===== src/rtl/fifo_pkg.sv =====
// Shared types for the FIFO push-side arbiter: beat layout, last-flag position, arbiter states.
package fifo_pkg;

    localparam int DATA_WIDTH = 8;
    localparam int LAST_BIT   = DATA_WIDTH;

    typedef logic [DATA_WIDTH:0] beat_t;

    typedef enum logic {
        IDLE   = 1'b0,
        LOCKED = 1'b1
    } arb_state_e;

    function automatic int idx_width(input int n);
        return (n > 1) ? $clog2(n) : 1;
    endfunction

endpackage


===== src/rtl/fifo_push_arbiter_rr_pick.sv =====
// Combinational round-robin picker: first valid requester searching upward from last_owner+1.
module rr_pick
    import fifo_pkg::*;
#(
    parameter int NUM_REQ = 4,
    parameter int IDW     = idx_width(NUM_REQ)
) (
    input  logic [NUM_REQ-1:0] req_i,
    input  logic [IDW-1:0]     last_owner_i,
    output logic [IDW-1:0]     idx_o,
    output logic               any_valid_o
);

    localparam logic [IDW:0] LAST_IDX  = (IDW+1)'(NUM_REQ - 1);
    localparam logic [IDW:0] NUM_REQ_W = (IDW+1)'(NUM_REQ);

    logic [IDW:0]         start;
    logic [NUM_REQ-1:0]   rot;
    logic [IDW:0]         offs;
    logic [IDW:0]         sum;
    logic [IDW:0]         wrapped;
    logic                 found;

    // Rotating the doubled vector puts the search start at bit 0, so a plain
    // lowest-set-bit encoder gives the round-robin offset.
    always_comb begin
        start = ({1'b0, last_owner_i} >= LAST_IDX) ? '0 : ({1'b0, last_owner_i} + 1'b1);
        rot   = NUM_REQ'({req_i, req_i} >> start);
        offs  = '0;
        found = 1'b0;
        for (int i = 0; i < NUM_REQ; i++) begin
            if (!found && rot[i]) begin
                offs  = (IDW+1)'(i);
                found = 1'b1;
            end
        end
        sum         = start + offs;
        wrapped     = (sum >= NUM_REQ_W) ? (sum - NUM_REQ_W) : sum;
        idx_o       = wrapped[IDW-1:0];
        any_valid_o = found;
    end

endmodule


===== src/rtl/fifo_push_arbiter.sv =====
// Round-robin arbiter sharing one FIFO push port among NUM_REQ producers, locking
// the owner until a last-flagged beat or MAX_BURST beats have been pushed.
module fifo_push_arbiter
    import fifo_pkg::*;
#(
    parameter  int NUM_REQ   = 4,
    parameter  int MAX_BURST = 16,
    localparam int IDW       = idx_width(NUM_REQ)
) (
    input  logic                 clk,
    input  logic                 rst_n,
    input  logic [NUM_REQ-1:0]   req_valid_i,
    input  beat_t [NUM_REQ-1:0]  req_data_i,
    output logic [NUM_REQ-1:0]   req_grant_o,
    output logic                 push_valid_o,
    output beat_t                push_data_o,
    input  logic                 push_grant_i,
    output logic [IDW-1:0]       owner_o,
    output logic                 lock_o,
    output logic                 force_rel_o
);

    localparam logic [7:0]     BURST_LAST = 8'(MAX_BURST - 1);
    localparam logic [IDW-1:0] LAST_REQ   = IDW'(NUM_REQ - 1);

    arb_state_e     state_q, state_d;
    logic [IDW-1:0] owner_q, owner_d;
    logic [IDW-1:0] last_owner_q, last_owner_d;
    logic [7:0]     burst_cnt_q, burst_cnt_d;
    logic           force_rel_q, force_rel_d;

    logic [IDW-1:0] pick_idx;
    logic           any_valid;
    logic           sel_valid;
    beat_t          sel_data;
    logic           xfer;

    rr_pick #(
        .NUM_REQ (NUM_REQ),
        .IDW     (IDW)
    ) u_rr_pick (
        .req_i        (req_valid_i),
        .last_owner_i (last_owner_q),
        .idx_o        (pick_idx),
        .any_valid_o  (any_valid)
    );

    assign sel_valid = req_valid_i[owner_q];
    assign sel_data  = req_data_i[owner_q];

    always_comb begin
        state_d      = state_q;
        owner_d      = owner_q;
        last_owner_d = last_owner_q;
        burst_cnt_d  = burst_cnt_q;
        force_rel_d  = 1'b0;
        push_valid_o = 1'b0;
        push_data_o  = '0;
        req_grant_o  = '0;
        xfer         = 1'b0;

        case (state_q)
            IDLE: begin
                if (any_valid) begin
                    owner_d     = pick_idx;
                    burst_cnt_d = '0;
                    state_d     = LOCKED;
                end
            end
            LOCKED: begin
                push_valid_o         = sel_valid;
                push_data_o          = sel_data;
                xfer                 = sel_valid & push_grant_i;
                req_grant_o[owner_q] = xfer;
                if (xfer) begin
                    burst_cnt_d = burst_cnt_q + 8'd1;
                    // A last beat that also hits the burst limit is a normal release.
                    if (sel_data[LAST_BIT]) begin
                        state_d      = IDLE;
                        last_owner_d = owner_q;
                    end else if (burst_cnt_q == BURST_LAST) begin
                        state_d      = IDLE;
                        last_owner_d = owner_q;
                        force_rel_d  = 1'b1;
                    end
                end
            end
            default: begin
                state_d = IDLE;
            end
        endcase
    end

    always_ff @(posedge clk or negedge rst_n) begin
        if (!rst_n) begin
            state_q      <= IDLE;
            owner_q      <= '0;
            last_owner_q <= LAST_REQ;
            burst_cnt_q  <= '0;
            force_rel_q  <= 1'b0;
        end else begin
            state_q      <= state_d;
            owner_q      <= owner_d;
            last_owner_q <= last_owner_d;
            burst_cnt_q  <= burst_cnt_d;
            force_rel_q  <= force_rel_d;
        end
    end

    assign owner_o     = owner_q;
    assign lock_o      = (state_q == LOCKED);
    assign force_rel_o = force_rel_q;

endmodule


===== config.mk =====
export PLATFORM = sky130hd
export DESIGN_NAME = fifo_push_arbiter
export DESIGN_NICKNAME = d
export VERILOG_FILES = /design/src/rtl/fifo_pkg.sv /design/src/rtl/fifo_push_arbiter_rr_pick.sv /design/src/rtl/fifo_push_arbiter.sv
export SDC_FILE = /design/constraint.sdc
export NUM_CORES = 1
export LEC_CHECK = 0
export ABC_CLOCK_PERIOD_IN_PS = 1950
export CORE_MARGIN = 2
export CORE_UTILIZATION = 40
export CTS_BUF_LIST = sky130_fd_sc_hd__clkbuf_8
export DETAILED_ROUTE_END_ITERATION = 7
export GPL_ROUTABILITY_DRIVEN = 1
export GPL_TIMING_DRIVEN = 1
export PLACE_DENSITY = 0.82
export SLEW_MARGIN = 30
export SYNTH_ARGS = -nofsm -noshare
export SYNTH_HDL_FRONTEND = slang
export SYNTH_SLANG_ARGS = --single-unit

===== constraint.sdc =====
create_clock -name clk -period 1.95 [get_ports clk]
set_clock_uncertainty 0.1 [all_clocks]
set_input_delay 0.39 -clock clk [delete_from_list [all_inputs] [get_ports clk]]
set_output_delay 0.39 -clock clk [all_outputs]
set_load 0.02 [all_outputs]

==> reports/metrics.cfg <==
[timing]
finalCritPeriodShare_pct = 114
max_slew_margin_pct = 72.2
hold_viol_final = 0
worst_slew_pin_slew_ps = 413
rsz0062_at_grt = yes
drv_slew = 0
setup_violations = 12
whs_ps = 352
fin_crit_ps = 2230
fmax_ghz = 0.448
worst_slack_ps = -282

[flow_run]
maxCapViolations = 0

[yosys]
synth_edf_count = 0
ys.flop_type = dfrtp_1
avgSynthCellArea_um2 = 10.2
synth.net_count = 155
syn_inst = 110
netlist_area_um2 = 1120
synthArstFlopShare_pct = 100
ys_types = 35
ys_ff_latch = 14
yosysWarnings = 0
ys_seq_area_share_pct = 31.5

[critical_path]
cpLargestDelayFamily = multiplexers
path_cells = buf_6 -> mux4_2 -> and2_4 -> and3_4 -> buf_6
critical_path_class = flip-flop to primary output
critPathBufInv = 2
cp.required_ps = 1460
cp_max_fo = 3
crit_path_end_kind = primary output
worstSetupStartpointType = flip-flop
arrival_ps = 1740
cp_common_cell = buf_6
critPathMaxStageDelay_ps = 520
slowest_stage = mux4_2

[grt]
grt_pass1_vias = 1243
grt_max_degree = 16
grt_pass1_wl_mm = 5.98
use_met3_pct = 6.22
grt_use_met2_pct = 46.8
grt_use_met1_pct = 25.6
gr-max-usage-layer = met2
antenna_found_initial = 0
grt.overflow.total = 0
track_usage_pct = 23.9

[detailed_routing]
drt_pass1_iterations = 4
vias_per_cell = 5.49
vias = 1191
drt_iter0_drc = 25
wire_per_inst_um = 16.8
drcViolationCount = 0
postRouteAntennaNets = 0
finalWirelength_mm = 3.64

[final_layout]
nNetsFinal = 232
final_design_area_no_fill_um2 = 1900
diodes = 0
layout-drive-gt1-share_pct = 33.3
multi_input_area_um2 = 739
seq_area_um2 = 354
n_fill_cell = 218
area_delta_synth_final_pct = 69.4

[floorplanning]
boundaryPins = 61
die_area_um2 = 3240
num_rows = 19
die_h_um = 56.9
die_w_um = 56.9
coreArea_um2 = 2710
start_util_pct = 41.3

[placed_design]
dpl-instance-area_um2 = 1880
place.port_buffers = 60
routabilityCongestion = 0.854
hpwl_mm = 2.96

[pwr]
vdd_drop_max_mv = 0.924
p_per_area_nw_per_um2 = 1240
p_leak_nw = 0.848
power_mw = 2.35

[cts]
cts_buffers = 3
clk_latency_ps = 250
tritoncts = done
ctsHoldBuffers = 0
clkSlewWorstSetupHoldPaths_ps = 60
cts_sinks = 14
htreeDepth = 1
clk_path_buf_depth = 2
cts_root_buffer = clkbuf_8

[status]
violations = setup timing
status = complete, but fails checks

[min_path]
holdCritPathClass = primary input to asynchronous set/reset pin

-- flip-flops by register name (all words and copies together) (netlist names) --
signal / flops
burst_cnt_q: 8
last_owner_q: 2
lock_o: 1
force_rel_o: 1
owner_o: 2
-- cell families after synthesis --
kind of cell	after synthesis	synth area share (%)
adders and majority gates	2	2.23
buffers and inverters	9	4.02
muxes	15	26.8
xor gates and xnor gates	2	1.56
AOI/OAI and AO/OA	15	8.27
DFF	14	31.5
and+or+nand+nor	53	25.6
-- routing by layer --
metal | vias to the layer above | wire length (µm)
li1 | 562 | -
met1 | 583 | 1320
met2 | 42 | 2070
met3 | 4 | 216
met4 | 0 | 36
met5 | - | 0
-- through the flow --
stage | util [%] | cells | setup slack, ps | setup TNS (ps)
floorplan | - | 110 | -53.8 | -53.8
global placement | 69.4 | 212 | -721 | -8240
detailed placement | 69.4 | 212 | -746 | -9090
CTS | 69.2 | 217 | -310 | -2320
global route | 70.0 | 217 | -329 | -2810
finish | 70.0 | 217 | -282 | -2170
-- repair_timing --
item	4_1_cts	5_1_grt
buffers inserted	1	0
pin swaps	0	1
resized for setup	66	12
endpoints found under the setup margin	15	17
-- final cells by class --
cell class | instances | area share (%)
Clock buffer | 4 | 2.90
Inverter | 3 | 0.594
Multi-Input combinational cell | 87 | 39.0
Sequential cell | 14 | 18.7
Tap cell | 31 | 2.04
Timing Repair Buffer | 78 | 36.8
-- path summary, 6_finish.rpt --
check                               start         endpoint  slack [ps]  cells after the start
min                                 rst_n   burst_cnt_q[6]         350                      2
min in group clk           burst_cnt_q[3]   burst_cnt_q[3]         410                      1
max reg2reg                    owner_o[0]  last_owner_q[1]          60                      6
max                            owner_o[0]   req_grant_o[3]        -280                      5
max in group asynchronous           rst_n  last_owner_q[0]        1160                      2
min reg2reg                burst_cnt_q[3]   burst_cnt_q[3]         410                      1
-- worst register-to-register path: stages (launching register included) --
cell and delay [ps]:
dfrtp_2 400, buf_12 150, mux4_2 520, buf_4 160
a21oi_2 110, nor2_2 80, mux2_4 300
-- power by group --
part	switching [mW]	internal (mW)	leakage (nW)	total, mW
clock	0.106	0.179	0.0288	0.285
combinational	0.753	0.842	0.643	1.60
sequential	0.0878	0.386	0.177	0.474
total	0.947	1.41	0.848	2.35
-- cells in the mapped netlist, drive strengths merged, types with 3 or more instances --
| cell | number | share of area (%) |
|---|---|---|
| a21oi | 3 | 1.7 |
| and2 | 13 | 7.5 |
| buf | 4 | 2.3 |
| dfrtp | 12 | 27 |
| inv | 3 | 1.0 |
| mux2i | 3 | 2.7 |
| mux4 | 10 | 21 |
| nand2 | 15 | 5.7 |
| nand3 | 3 | 1.3 |
| nand4 | 3 | 1.7 |
| nor2 | 6 | 2.2 |
| nor3 | 3 | 1.3 |
| nor4 | 3 | 1.7 |
| o21ai | 7 | 3.1 |
-- layout by cell type, fill, tap and decap left out, drive strengths merged --
cell type / synthesis / layout
a21oi: 3 / 3
nand2b: 1 / 1
mux2: 2 / 2
buf: 4 / 32
clkdlybuf4s50: 0 / 41
dlygate4sd2: 0 / 5
nor4: 3 / 3
and2: 13 / 13
a31oi: 1 / 1
dfstp: 2 / 2
nand3: 3 / 3
o21ai: 7 / 7
dfrtp: 12 / 12
mux4: 10 / 10
a221o: 1 / 1
xor2: 2 / 2
a32oi: 1 / 1
or3: 2 / 2
nand2: 15 / 15
nor2: 6 / 6
inv: 3 / 3
nor3: 3 / 3
clkbuf: 2 / 4
a211oi: 1 / 1
and4: 1 / 1
and3: 2 / 2
nand4: 3 / 3
or2: 1 / 1
o22ai: 1 / 1
mux2i: 3 / 3
ha: 2 / 2
Power figures use the tool's default switching activity.
==> RTL change 1, RTL diff (config.mk and constraints unchanged) <==
Change the package constant `DATA_WIDTH` from 8 to 12.
--- a/src/rtl/fifo_pkg.sv
+++ b/src/rtl/fifo_pkg.sv
@@ -1,7 +1,7 @@
 // Shared types for the FIFO push-side arbiter: beat layout, last-flag position, arbiter states.
 package fifo_pkg;
 
-    localparam int DATA_WIDTH = 8;
+    localparam int DATA_WIDTH = 12;
     localparam int LAST_BIT   = DATA_WIDTH;
 
     typedef logic [DATA_WIDTH:0] beat_t;
Interface: changed (resized push_data_o and req_data_i); port bits go from 61 to 81. No check against the original RTL was run, so the function may have changed too.
==> RTL change 1 against the unedited design <==
The flow still finishes with violations (setup timing). Core utilization grew 9.8 points. Setup slack lost 0.018 ns. Cell area grew 28%. First-iteration DRC count grew to 2.9 times the old value. Synthesized area grew 14%. Count of clock-buffer cells in the layout is the same. Sequential cell count is the same. Power grew 42%. Maximum frequency shrank 0.80%. Via count grew 25%. Routed wire length grew 37%.
==> RTL change 1: results (changes against the unedited design) <==
metal2 WL=2.462 mm (+19%); commonest cells in the synthesized netlist=15 x and2_1, 14 x nand2_1, 12 x dfrtp_1; flop-to-flop setup slack=-0.06 ns (-0.12 ns); placed cell area=2242 um2 (+19%); number of vias in the routed layout=1483 (+25%); Seq area share=14.59% (-4.1 points); clock sink count=14 (unchanged); Port Buf Inserts=80 (+33%); DPL Wire Length=3.363 mm (+14%); routability cong.=0.7304 (-14%); Placed Cells=254 (+20%); multi-input logic portion of the cell area=37.65% (-1.3 points); outcome=finished with violations; initial drt markers=73 (+190%); CP max stage cell=mux4_2; grt met1 use=34.24% (+8.7 points); top post-synthesis cells by area=dfrtp_1 23%, mux4_1 18%, mux4_2 8.8%; first-pass GRT wire length=7.196 mm (+20%); PD cells=1375 nW/um2 (+11%); Total GRT Usage=26.74% (+2.9 points); worst setup margin=-0.3002 ns (-0.01803 ns); seq pwr=0.000486 W (+3%); Signal buffers=104 (+33%); mean post-synth cell area=10.86 um2 (+6.7%); Worst Hold Class=in -> async; clock-cell share of area=2.260% (-0.64 points); post_cts resized=135 (+100%); VDD IR-drop max=876.6 uV (-5.1%); fillers=185 (-15%); Mapped Nets=179 (+15%); Met1 Wirelength=1.821 mm (+38%); Multi-In Gates=94 (+8.0%); Routed WL=4.980 mm (+37%); Final setup viols=18 (+6); Sw Ratio=38.92% (-1.3 points); sequential cell area fraction in the yosys report=27.54% (-4.0 points); met3 Resource Use GR=5.757% (-0.46 points); DR WL/cell=18.94 um (+13%); grt met2 use=44.39% (-2.4 points); H-tree levels=1 (unchanged); FF-to-FF path depth=7 (+1); share of cells above drive strength 1=42.01% (+8.7 points); # Post-CTS Setup Buffers=5 (+4); worst endpoint data arrival time=1.76 ns (+0.02 ns); failing checks=setup timing; post-synth cell types=38 (+8.6%); metal3 WL=548 um (+150%); P_leak=1.059 nW (+25%); Worst slew margin=55.65% (-17 points); buffer share of cell area=42.78% (+6.0 points); Comb power=0.00257 W (+61%); Setup crit start kind=flip-flop; fin nets=281 (+21%); core area=3053 um2 (+13%); Main synth FF type=dfrtp_1
-- RTL change 1: cell count changes after synthesis, sizes merged, moves of 2 or more --
cell    before  now
nor2         6    8
o21ai        7    4
and2        13   17
buf          4    1
or3          2    0
mux4        10   14
clkbuf       2    6
-- RTL change 1: per-stage QoR --
| step | util [%] | hold slack (ns) | setup TNS, ns |
|---|---|---|---|
| floorplan | - | -0.005591 | 0 |
| global placement | 73.44 | 0.3666 | -9.839 |
| global route | 79.80 | 0.4582 | -4.091 |
| finish | 79.80 | 0.4224 | -3.269 |
| detailed placement | 73.44 | 0.3801 | -10.46 |
| CTS | 78.77 | 0.3878 | -3.992 |
-- RTL change 1: logic make-up after synthesis --
family          count (synthesis)  share of synthesized area [%]
xor+xnor                        2                          1.367
simple gates                   57                          24.12
buf+inv                        10                          5.859
fa+ha+maj                       2                          1.953
mux                            19                          31.35
flops                          14                          27.54
compound gates                 14                          7.814
-- RTL change 1: how the worst min path moves through the flow --
stage / from / to / slack, ns / cells past startpoint
global route: burst_cnt_q[7]$_DFFE_PN0P_ / burst_cnt_q[7]$_DFFE_PN0P_ / 0.46 / 1
finish: rst_n / lock_o$_DFF_PN0_ / 0.42 / 1
global placement: burst_cnt_q[7]$_DFFE_PN0P_ / burst_cnt_q[7]$_DFFE_PN0P_ / 0.37 / 1
CTS: burst_cnt_q[7]$_DFFE_PN0P_ / burst_cnt_q[7]$_DFFE_PN0P_ / 0.39 / 1
detailed placement: burst_cnt_q[7]$_DFFE_PN0P_ / burst_cnt_q[7]$_DFFE_PN0P_ / 0.38 / 1
floorplan: rst_n / burst_cnt_q[0]$_DFFE_PN0P_ / -0.006 / 0
==> RTL change 2, RTL diff (config.mk and constraints unchanged) <==
Made on the original files. Reset style: synchronous (`rst_n`), changed in one clocked block.
--- a/src/rtl/fifo_push_arbiter.sv
+++ b/src/rtl/fifo_push_arbiter.sv
@@ -91,7 +91,7 @@
         endcase
     end
 
-    always_ff @(posedge clk or negedge rst_n) begin
+    always_ff @(posedge clk) begin
         if (!rst_n) begin
             state_q      <= IDLE;
             owner_q      <= '0;
Formal check against the unedited RTL: differs if rst_n is asserted again (counterexample within 4 cycles, from zero or initial values and one cycle with rst_n low); with rst_n held inactive, the same outputs for 10 cycles.
==> RTL change 2 against the unedited design <==
Sequential cell count stayed put. Non-clock buffer count is 3 higher. Cell area is 5.3% higher. Synthesized area is 1.0% lower. Routed wire length is 0.63% lower. The run still ends with setup timing left. Highest routed layer unchanged. Sequential share of layout area is 4.4 points lower. Setup slack better by 0.20 ns.
Power is not compared: it rests on default switching activity, and its combinational part moved more than twofold at a synthesized area within 25%.
==> RTL change 2: results (changes against the unedited design) <==
sequential cell area=285.3 um2 (-19%); sequential cell area fraction in the yosys report=25.28% (-6.2 points); critical path fanouts, max=2 (-1); Final setup viols=11 (-1); clock-cell share of area=2.757% (-0.15 points); DR WL/cell=15.81 um (-5.8%); reg2reg end=burst_cnt_q[7]$_SDFFE_PN0P_; Worst slew margin=71.42% (-0.78 points); commonest cells in the synthesized netlist=14 x dfxtp_1, 9 x and2_1, 9 x mux4_2; asr flop ratio synth=0% (-100 points); vias in the first global route=1229 (-1.1%); failing checks=setup timing; Final Core Density=74.34% (+4.3 points); hold_ws=0.3873 ns (+0.03499 ns); outcome=finished with violations; Worst Hold Class=reg -> reg; grt met2 use=42.03% (-4.8 points); crit path launch=req_data_i[26]; fillers=189 (-13%); Vias/cell=5.633 (+2.6%); worst setup margin=-0.07967 ns (+0.2025 ns); Signal buffers=81 (+3.8%); FF-to-FF path depth=7 (+1); Die Wd=56.65 um (-0.47%); met3 Resource Use GR=4.839% (-1.4 points); placed cell area=1879 um2 (about the same); Mapped Nets=166 (+7.1%); Non-clk invs=7 (+4); Total GRT Usage=22.87% (-0.98 points); CP peak stage delay=0.48 ns (-0.04 ns); fin nets=244 (+5.2%); top post-synthesis cells by area=dfxtp_1 25%, mux4_2 18%, and2_1 5.1%; Multi-In Gates=92 (+5.7%); Met1 Wirelength=1.384 mm (+4.8%); post_cts resized=117 (+77%); setup TNS=-0.5796 ns (+1.588 ns)
==> RTL change 2: cell count changes in the layout (fill, tap and decap cells not counted), moves of 7 or more <==
cell | before | now
and2_1 | 10 | 0
buf_2 | 11 | 2
buf_6 | 5 | 12
clkdlybuf4s50_1 | 41 | 16
dfrtp_1 | 11 | 0
dfxtp_1 | 0 | 12
dlygate4sd2_1 | 5 | 28
nand2_1 | 13 | 4
==> RTL change 2: metrics by stage <==
step           power [W]  std cells
6_report        0.001000        229
5_1_grt         0.001037        229
4_1_cts        0.0009920        228
3_5_place_dp   0.0006966        223
3_3_place_gp   0.0006845        223
2_1_floorplan  0.0004856        121
==> RTL change 2: cell families after synthesis <==
logic type / count (synthesis) / synth area share (%)
AND/OR/NAND/NOR: 45 / 23.70
AO/OA/AOI/OAI: 34 / 21.67
buffers and inverters: 15 / 6.885
flip-flops: 14 / 25.28
multiplexers: 11 / 20.20
adder cells (fa/ha/maj): 2 / 2.257
